## config.mk

```make
export PLATFORM = sky130hd
export DESIGN_NAME = serial_mmio_bridge
export DESIGN_NICKNAME = d
export VERILOG_FILES = /design/src/rtl/serial_mmio_bridge.sv
export SDC_FILE = /design/constraint.sdc
export NUM_CORES = 1
export LEC_CHECK = 0
export ABC_AREA = 1
export BUFFER_PORTS_ARGS = -buffer_cell sky130_fd_sc_hd__buf_2
export CORE_MARGIN = 1
export CORE_UTILIZATION = 58
export DETAILED_ROUTE_END_ITERATION = 7
export PLACE_DENSITY = 0.82
export SYNTH_ARGS = -nofsm -noshare
export SYNTH_HDL_FRONTEND = slang
export SYNTH_SLANG_ARGS = --single-unit
export TNS_END_PERCENT = 50
```

## constraint.sdc

```tcl
create_clock -name clock -period 2.4 [get_ports clock]
set_input_delay 0.12 -clock clock [delete_from_list [all_inputs] [get_ports clock]]
set_output_delay 0.12 -clock clock [all_outputs]
set_load 0.01 [all_outputs]
```

## src/rtl/serial_mmio_bridge.sv

```systemverilog
// serial_mmio_bridge: bus-mapped RX/TX byte FIFOs with STATUS/CTRL registers.
// Define SERIAL_IRQ_EN to add the irq_out port and the CTRL[4:3] IRQ enables.
module serial_mmio_bridge #(
    parameter int DATA_W   = 8,
    parameter int RX_DEPTH = 8,
    parameter int TX_DEPTH = 8
) (
    input  logic              clock,
    input  logic              reset,
    input  logic [1:0]        addr_in,
    input  logic              rd_en_in,
    input  logic              wr_en_in,
    input  logic [31:0]       wr_data_in,
    output logic [31:0]       rd_data_out,
    input  logic [DATA_W-1:0] serial_in,
    input  logic              serial_valid_in,
    output logic              serial_rden_out,
    output logic [DATA_W-1:0] serial_out,
    input  logic              serial_ready_in,
    output logic              serial_wren_out
`ifdef SERIAL_IRQ_EN
    ,
    output logic              irq_out
`endif
);

    localparam int RX_AW = $clog2(RX_DEPTH);
    localparam int TX_AW = $clog2(TX_DEPTH);
    localparam int RX_CW = RX_AW + 1;
    localparam int TX_CW = TX_AW + 1;

    logic [DATA_W-1:0] r_rx_mem [RX_DEPTH];
    logic [DATA_W-1:0] r_tx_mem [TX_DEPTH];
    logic [RX_AW-1:0]  r_rx_wptr;
    logic [RX_AW-1:0]  r_rx_rptr;
    logic [RX_CW-1:0]  r_rx_count;
    logic [TX_AW-1:0]  r_tx_wptr;
    logic [TX_AW-1:0]  r_tx_rptr;
    logic [TX_CW-1:0]  r_tx_count;
    logic              r_tx_ovf;
    logic              r_rx_udf;
    logic [31:0]       r_rd_data;
    logic [DATA_W-1:0] r_serial_out;
    logic              r_serial_wren;
    logic              r_rx_irq_en;
    logic              r_tx_irq_en;

    logic              w_sel_data;
    logic              w_sel_ctrl;
    logic              w_rd_data;
    logic              w_wr_data;
    logic              w_wr_ctrl;
    logic              w_flush;
    logic              w_rx_empty;
    logic              w_rx_full;
    logic              w_tx_empty;
    logic              w_tx_full;
    logic              w_rx_push;
    logic              w_rx_pop;
    logic              w_tx_push;
    logic              w_tx_drain;
    logic              w_ovf_set;
    logic              w_udf_set;
    logic [31:0]       w_status;
    logic [31:0]       w_ctrl;
    logic [31:0]       w_rd_val;
    logic              w_unused;

    assign w_sel_data = (addr_in == 2'd0);
    assign w_sel_ctrl = (addr_in == 2'd2);
    assign w_rd_data  = rd_en_in & w_sel_data;
    assign w_wr_data  = wr_en_in & w_sel_data;
    assign w_wr_ctrl  = wr_en_in & w_sel_ctrl;
    assign w_flush    = w_wr_ctrl & wr_data_in[2];

    assign w_rx_empty = (r_rx_count == '0);
    assign w_rx_full  = (r_rx_count == RX_CW'(RX_DEPTH));
    assign w_tx_empty = (r_tx_count == '0);
    assign w_tx_full  = (r_tx_count == TX_CW'(TX_DEPTH));

    // A flush still acknowledges the serial byte, but the byte is dropped.
    assign serial_rden_out = reset & serial_valid_in & ~w_rx_full;
    assign w_rx_push  = serial_rden_out & ~w_flush;
    assign w_rx_pop   = w_rd_data & ~w_rx_empty & ~w_flush;
    assign w_udf_set  = w_rd_data & w_rx_empty;
    assign w_tx_push  = w_wr_data & ~w_tx_full;
    assign w_ovf_set  = w_wr_data & w_tx_full;
    assign w_tx_drain = ~w_tx_empty & serial_ready_in & ~w_flush;

    assign w_unused = ^wr_data_in;

    assign rd_data_out     = r_rd_data;
    assign serial_out      = r_serial_out;
    assign serial_wren_out = r_serial_wren;

    always_ff @(posedge clock) begin
        if (w_rx_push) begin
            r_rx_mem[r_rx_wptr] <= serial_in;
        end
        if (w_tx_push) begin
            r_tx_mem[r_tx_wptr] <= wr_data_in[DATA_W-1:0];
        end
    end

    always_ff @(posedge clock or negedge reset) begin
        if (!reset) begin
            r_rx_wptr  <= '0;
            r_rx_rptr  <= '0;
            r_rx_count <= '0;
        end else if (w_flush) begin
            r_rx_wptr  <= '0;
            r_rx_rptr  <= '0;
            r_rx_count <= '0;
        end else begin
            if (w_rx_push) begin
                r_rx_wptr <= r_rx_wptr + RX_AW'(1);
            end
            if (w_rx_pop) begin
                r_rx_rptr <= r_rx_rptr + RX_AW'(1);
            end
            case ({w_rx_push, w_rx_pop})
                2'b10:   r_rx_count <= r_rx_count + RX_CW'(1);
                2'b01:   r_rx_count <= r_rx_count - RX_CW'(1);
                default: r_rx_count <= r_rx_count;
            endcase
        end
    end

    always_ff @(posedge clock or negedge reset) begin
        if (!reset) begin
            r_tx_wptr  <= '0;
            r_tx_rptr  <= '0;
            r_tx_count <= '0;
        end else if (w_flush) begin
            r_tx_wptr  <= '0;
            r_tx_rptr  <= '0;
            r_tx_count <= '0;
        end else begin
            if (w_tx_push) begin
                r_tx_wptr <= r_tx_wptr + TX_AW'(1);
            end
            if (w_tx_drain) begin
                r_tx_rptr <= r_tx_rptr + TX_AW'(1);
            end
            case ({w_tx_push, w_tx_drain})
                2'b10:   r_tx_count <= r_tx_count + TX_CW'(1);
                2'b01:   r_tx_count <= r_tx_count - TX_CW'(1);
                default: r_tx_count <= r_tx_count;
            endcase
        end
    end

    always_ff @(posedge clock or negedge reset) begin
        if (!reset) begin
            r_serial_out  <= '0;
            r_serial_wren <= 1'b0;
        end else begin
            r_serial_wren <= w_tx_drain;
            if (w_tx_drain) begin
                r_serial_out <= r_tx_mem[r_tx_rptr];
            end
        end
    end

    // Sticky flags: a set in the same cycle as a clear wins.
    always_ff @(posedge clock or negedge reset) begin
        if (!reset) begin
            r_tx_ovf <= 1'b0;
            r_rx_udf <= 1'b0;
        end else begin
            r_tx_ovf <= w_ovf_set | (r_tx_ovf & ~(w_wr_ctrl & wr_data_in[0]));
            r_rx_udf <= w_udf_set | (r_rx_udf & ~(w_wr_ctrl & wr_data_in[1]));
        end
    end

`ifdef SERIAL_IRQ_EN
    logic r_irq;

    assign irq_out = r_irq;

    always_ff @(posedge clock or negedge reset) begin
        if (!reset) begin
            r_rx_irq_en <= 1'b0;
            r_tx_irq_en <= 1'b0;
            r_irq       <= 1'b0;
        end else begin
            if (w_wr_ctrl) begin
                r_rx_irq_en <= wr_data_in[3];
                r_tx_irq_en <= wr_data_in[4];
            end
            r_irq <= (r_rx_irq_en & ~w_rx_empty) | (r_tx_irq_en & w_tx_empty)
                   | r_tx_ovf | r_rx_udf;
        end
    end
`else
    assign r_rx_irq_en = 1'b0;
    assign r_tx_irq_en = 1'b0;
`endif

    always_comb begin
        w_status        = '0;
        w_status[0]     = w_rx_empty;
        w_status[1]     = w_rx_full;
        w_status[2]     = w_tx_empty;
        w_status[3]     = w_tx_full;
        w_status[4]     = r_tx_ovf;
        w_status[5]     = r_rx_udf;
        w_status[15:8]  = 8'(r_rx_count);
        w_status[23:16] = 8'(r_tx_count);
    end

    always_comb begin
        w_ctrl    = '0;
        w_ctrl[3] = r_rx_irq_en;
        w_ctrl[4] = r_tx_irq_en;
    end

    always_comb begin
        w_rd_val = '0;
        case (addr_in)
            2'd0: begin
                if (!w_rx_empty) begin
                    w_rd_val = 32'(r_rx_mem[r_rx_rptr]);
                end
            end
            2'd1:    w_rd_val = w_status;
            2'd2:    w_rd_val = w_ctrl;
            default: w_rd_val = '0;
        endcase
    end

    always_ff @(posedge clock or negedge reset) begin
        if (!reset) begin
            r_rd_data <= '0;
        end else if (rd_en_in) begin
            r_rd_data <= w_rd_val;
        end
    end

endmodule
```

Yosys cells after proc, flatten, opt, wreduce, memory -nomap -nowiden
Memories as Yosys holds them, arrays and structs flattened. A register that Yosys moved wholly into a read port is not among the register bits.
Cells that the tools add are included.
W data, S select, Z words.
{"block": "word_totals", "ram_bits": 128, "input_bits": 48, "wordCells": 83, "regBits": 55, "mem_count": 2, "out_inout_bits": 42}
{"name": "r_rx_mem", "depth": 8, "word_bits": 8, "read_ports": 1, "rd_clocked_by_memory_dff": 0, "wr": 1, "line": "32", "text": "logic [DATA_W-1:0] r_rx_mem [RX_DEPTH];"}
{"name": "r_tx_mem", "depth": 8, "word_bits": 8, "read_ports": 1, "rd_clocked_by_memory_dff": 1, "wr": 1, "line": "33", "text": "logic [DATA_W-1:0] r_tx_mem [TX_DEPTH];"}
{"block": "classes", "addsub": 8, "n_eq_ne": 8, "n_bitwise": 27, "reduce_logical": 10, "muxes": 18}
{"operator": "$pmux W32 S2", "n": 1}
{"operator": "$mux W3", "n": 8}
{"operator": "$and A1 B1 Y1", "n": 18}
{"operator": "$pmux W4 S2", "n": 2}
{"operator": "$add A3 B1 Y3 const B", "n": 4}
{"operator": "$add A4 B1 Y4 const B", "n": 2}
{"operator": "$eq A4 B4 Y1 const B", "n": 2}
{"operator": "$logic_not A4 Y1", "n": 2}
{"operator": "$mux W4", "n": 2}
{"operator": "$mux W8", "n": 1}
{"operator": "$reduce_bool A2 Y1", "n": 4}
{"operator": "$sub A4 B1 Y4 const B", "n": 2}
{"operator": "$not A1 Y1", "n": 7}
{"operator": "$eq A2 B1 Y1 const B", "n": 3}
{"operator": "$eq A2 B2 Y1 const B", "n": 3}
{"operator": "$reduce_bool A3 Y1", "n": 2}
{"operator": "$mux W1", "n": 4}
{"operator": "$logic_not A2 Y1", "n": 1}
{"operator": "$or A1 B1 Y1", "n": 2}
{"operator": "$logic_not A1 Y1", "n": 1}

Depth between registers and ports, before layout
{"block": "logic_depth", "depth_word": 8, "depth_mapped": 14}

Worst setup path after synthesis
OpenSTA, ideal clock, no wires.
{"block": "synth_timing", "kind": "reg-to-reg", "startpoint": "register r_tx_count[0]", "endpoint": "register r_tx_count[3]", "arrival_ns": 2.073, "slack_ns": 0.209, "setup_time_ns": 0.118, "stages_incl_launch_ff": 13, "path_buffers": 1, "cell_sequence": "dfrtp_1 -> nor2_1 -> nand3_1 -> nand2_1 -> nor2_1 -> buf_6 -> ha_1 -> ha_1 -> inv_1 -> o311ai_0 -> nand2_1 -> nand3_1 -> nand2_1"}
{"block": "synth_between", "elab_chain_len": 7}
{"item": "from (decl)", "line": "39", "text": "logic [TX_CW-1:0] r_tx_count;"}
{"item": "from (signal assigned)", "line": "146", "text": "2'b10: r_tx_count <= r_tx_count + TX_CW'(1);"}
{"item": "from (signal assigned)", "line": "147", "text": "2'b01: r_tx_count <= r_tx_count - TX_CW'(1);"}
{"item": "from (signal assigned)", "line": "148", "text": "default: r_tx_count <= r_tx_count;"}
{"item": "$logic_not A4 Y1 *", "line": "78", "text": "assign w_tx_empty = (r_tx_count == '0);"}
{"item": "$not A1 Y1 *", "line": "88", "text": "assign w_tx_drain = ~w_tx_empty & serial_ready_in & ~w_flush;"}
{"item": "$and A1 B1 Y1 * (2 in series)", "line": "88"}
{"item": "via w_tx_drain", "line": "61", "text": "logic w_tx_drain;"}
{"item": "$eq A2 B1 Y1 or $eq A2 B2 Y1 (tied branches)", "line": "145", "text": "case ({w_tx_push, w_tx_drain})"}
{"item": "$pmux W4 S2", "line": "145"}
{"item": "$mux W4", "line": "134", "text": "end else if (w_flush) begin"}
Mark *: on every way through the listed nets, which the timed path passes. The rest lies on a longest branch.
A chain may end at the register's enable or synchronous reset.

Worst setup path after layout
{"block": "layout_timing", "startpoint": "register r_tx_count[2]", "endpoint": "register r_tx_count[3]"}
{"block": "layout_between", "elab_chain_len": 7}
{"item": "$logic_not A4 Y1", "line": "78"}
{"item": "$not A1 Y1", "line": "88"}
{"item": "$and A1 B1 Y1 (2 in series)", "line": "88"}
{"item": "$eq A2 B1 Y1 or $eq A2 B2 Y1 (tied branches)", "line": "145"}
{"item": "$pmux W4 S2", "line": "145"}
{"item": "$mux W4", "line": "134"}
Parallel ways exist; a longest one is shown, timed or not.

==> impl_metrics.toml <==
[status]
status = "finished clean"

[sta]
finalSetupTns_ns = 0
timing.fmax_mhz = 447
hold_viol = 0
max_slew_margin_pct = 47.5
rsz0062_at_grt = "true"
setup_viol = 0
tightest_slew_ns = 0.788
final_max_slew_viol_count = 0
period_needed_ns = 2.24
skew_ns = 0.00644
timing.hold.ws_ns = 0.0235
period_share_pct = 93.2

[clocking]
clock_latency_ns = 0.42
cts_tree = "yes"
cts_setup_buffers = 0
clkTransAtPathRegs_ns = 0.06
h-tree-depth = 4
cts.sinks = 175
cts_root_buf = "clkbuf_16"
cts_made_buffers = 17
cts.path.max_buffers = 2

[routing]
wl_mm = 16.2
dr.pass1.iters = 5
avgViaCountPerCell = 5.75
vias = 5269
drtIter0Drc = 484
final_antenna_net_count = 0
post-route-drc-count = 0
wl_per_cell_um = 17.7

[logic_synthesis]
yosysUniqueCellTypes = 40
yosysTopAreaCellShare_pct = 51.4
ys_warn_count = 0
yosys-top-cells-area = "edfxtp_1 (51%), dfrtp_1 (16%), o21ai_0 (5.2%)"
synth_seq_cells = 175
yosysSeqAreaShare_pct = 67.1
ys.flop_type = "edfxtp_1"
synth_top_area_cell = "edfxtp_1"
synth_edf_count = 128
ys_async_sr_fraction_pct = 26.9
syn-instance-count = 648
syn_area_um2 = 7480
syn_area_per_cell_um2 = 11.5

[critical_path]
rrSetupSlack_ns = 0.16
cp.required_ns = 2.76
reg2reg_depth = 13
crit_arrival_ns = 2.59
path_class = "reg2reg"
endpoint_kind = "flip-flop"
cp_max_fo = 5
reg2reg_to = "r_tx_count[3]$_DFFE_PN0P_"
critPathLaunchType = "flip-flop"
reg2reg_from = "r_tx_count[2]$_DFFE_PN0P_"

[global_route]
grt_pass1_wl_mm = 25.6
grt_start_max_net_pins = 48
grt_pass1_vias = 5129
grt_use_total_pct = 26.0
overflow = 0
antenna_found_initial = 0

[pwr]
peakVddDrop_mv = 0.631
power_density_nw_per_um2 = 1090
p_total_mw = 9.48
p_leak_nw = 3.50

[final_layout]
syn_to_final_growth_pct = 16.7
fillCellCount = 872
drive_above_1_share_pct = 17.7
final_nets = 789
design_area_um2 = 8720
postLayoutCoreUtil_pct = 69.1
antenna_cells = 0

[min_path]
hold_start = "wr_data_in[1]"
whs_endpoint = "r_tx_mem[3][1]$_DFFE_PP_"
worstHoldPathType = "in2reg"
holdPathStages = 1

[placement]
dpl-instance-area_um2 = 7960
hpwl_mm = 10.3
place_congestion = 0.851
io_buffers = 49

[die]
num_rows = 41
die_w_um = 116
chipHeight_um = 116
floorplan.initialDensity_pct = 59.3
die_area_um2 = 13300
core_area_um2 = 12600
io_pins = 90

[flow_run]
maxCapViolations = 0
power by group:
| group | total, mW | internal [mW] | switching, mW |
|---|---|---|---|
| Combinational | 2.77 | 0.980 | 1.79 |
| Sequential | 3.98 | 3.66 | 0.322 |
| Clock | 2.73 | 1.61 | 1.12 |
| Total | 9.48 | 6.24 | 3.23 |
per-layer routing:
metal,vias up,GRT usage [%],share of wire (%)
met5,-,0,0
met4,0,16.4,4.0
met3,55,5.75,6.6
met2,267,43.4,50
met1,2541,30.8,39
li1,2406,-,-
synth_stat cells (2+ instances only):
library cell / n
edfxtp_1: 128
nor2_1: 102
nand2_1: 78
o21ai_0: 78
dfrtp_1: 47
inv_1: 42
nand3_1: 23
o211ai_1: 18
buf_4: 16
buf_2: 12
clkbuf_1: 12
ha_1: 10
o221ai_1: 10
a21oi_1: 8
mux2i_1: 8
inv_2: 6
o22ai_1: 6
nand2_2: 5
o21ai_1: 5
a31oi_1: 4
o32ai_1: 4
nand2_4: 3
xor2_1: 3
nor2_2: 2
o21a_1: 2
xnor2_1: 2
worst max-delay path by stage:
stage | from | endpoint | slack (ns) | depth (start not counted)
final | r_tx_count[2]$_DFFE_PN0P_ | r_tx_count[3]$_DFFE_PN0P_ | 0.16 | 13
after global routing | r_tx_count[1]$_DFFE_PN0P_ | r_tx_count[2]$_DFFE_PN0P_ | 0.01 | 11
after CTS | r_tx_count[1]$_DFFE_PN0P_ | r_tx_count[3]$_DFFE_PN0P_ | 0.03 | 13
after detailed placement | addr_in[1] | r_tx_count[3]$_DFFE_PN0P_ | -0.05 | 15
after global placement | addr_in[1] | r_tx_count[3]$_DFFE_PN0P_ | 0.15 | 14
after floorplan | r_tx_count[0]$_DFFE_PN0P_ | r_tx_count[3]$_DFFE_PN0P_ | 0.21 | 12
logic make-up (layout without fill, tap and decap cells):
group | Yosys count | count (layout) | synth area share [%]
adders and majority gates | 10 | 10 | 1.67
buffers and inverters | 91 | 172 | 5.71
DFF | 175 | 175 | 67.1
AOI/OAI and AO/OA | 139 | 139 | 11.0
other | 1 | 16 | 0.0502
and+or+nand+nor | 219 | 219 | 12.7
muxes | 8 | 8 | 1.07
xor gates and xnor gates | 5 | 5 | 0.586
critical path, stage by stage, from the launching register on:
cell and delay [ns]:
dfrtp_1 0.39, inv_1 0.11, nand3_1 0.12, inv_1 0.09, nor2_4 0.15, inv_1 0.09
ha_2 0.22, ha_4 0.30, inv_1 0.05, o311ai_2 0.32, inv_1 0.11, nand2_1 0.09
nand3_1 0.07, nand2_1 0.07
area by class of cell:
type,instances,area (um^2),share of cell area (%)
Multi-Input combinational cell,397,2110,24.2
Sequential cell,175,5020,57.5
Clock inverter,11,131,1.51
Timing Repair Buffer,91,596,6.83
Clock buffer,21,462,5.29
Inverter,49,185,2.12
Tap cell,172,215,2.47
state kept, by name (all words and copies together) (netlist names), 3 cells and up:
signal	flops
r_rx_count	4
r_rx_mem	64
r_rx_rptr	3
r_rx_wptr	3
r_tx_count	4
r_tx_mem	64
r_tx_rptr	3
r_tx_wptr	3
rd_data_out	16
serial_out	8
stage by stage:
stage / instances / setup WS [ns]
6_report: 916 / 0.162
5_1_grt: 916 / 0.0110
4_1_cts: 916 / 0.0340
3_5_place_dp: 870 / -0.0511
3_3_place_gp: 870 / 0.147
2_1_floorplan: 663 / 0.209
layout by cell type, fill, tap and decap left out, drive strengths merged:
cell,netlist,layout
edfxtp,128,128
nor2,106,106
nand2,87,87
o21ai,84,84
buf,29,77
inv,48,51
dfrtp,47,47
nand3,24,24
clkbuf,13,21
o211ai,18,18
conb,1,16
dlygate4sd3,0,14
o221ai,10,10
ha,10,10
a21oi,8,8
mux2i,8,8
o22ai,6,6
clkinv,1,5
a31oi,4,4
o32ai,4,4
xor2,3,3
xnor2,2,2
o21a,2,2
bufinv,0,2
clkinvlp,0,2
nor3,1,1
a32o,1,1
o31ai,1,1
nand4,1,1
o311ai,1,1
repair_timing:
item / in CTS / in global routing
setup endpoints to repair: 1 / 2
resized for setup: 1 / 4
hold endpoints to repair: 151 / 0
hold buffers: 14 / 0
(Power assumes the default switching activity.)
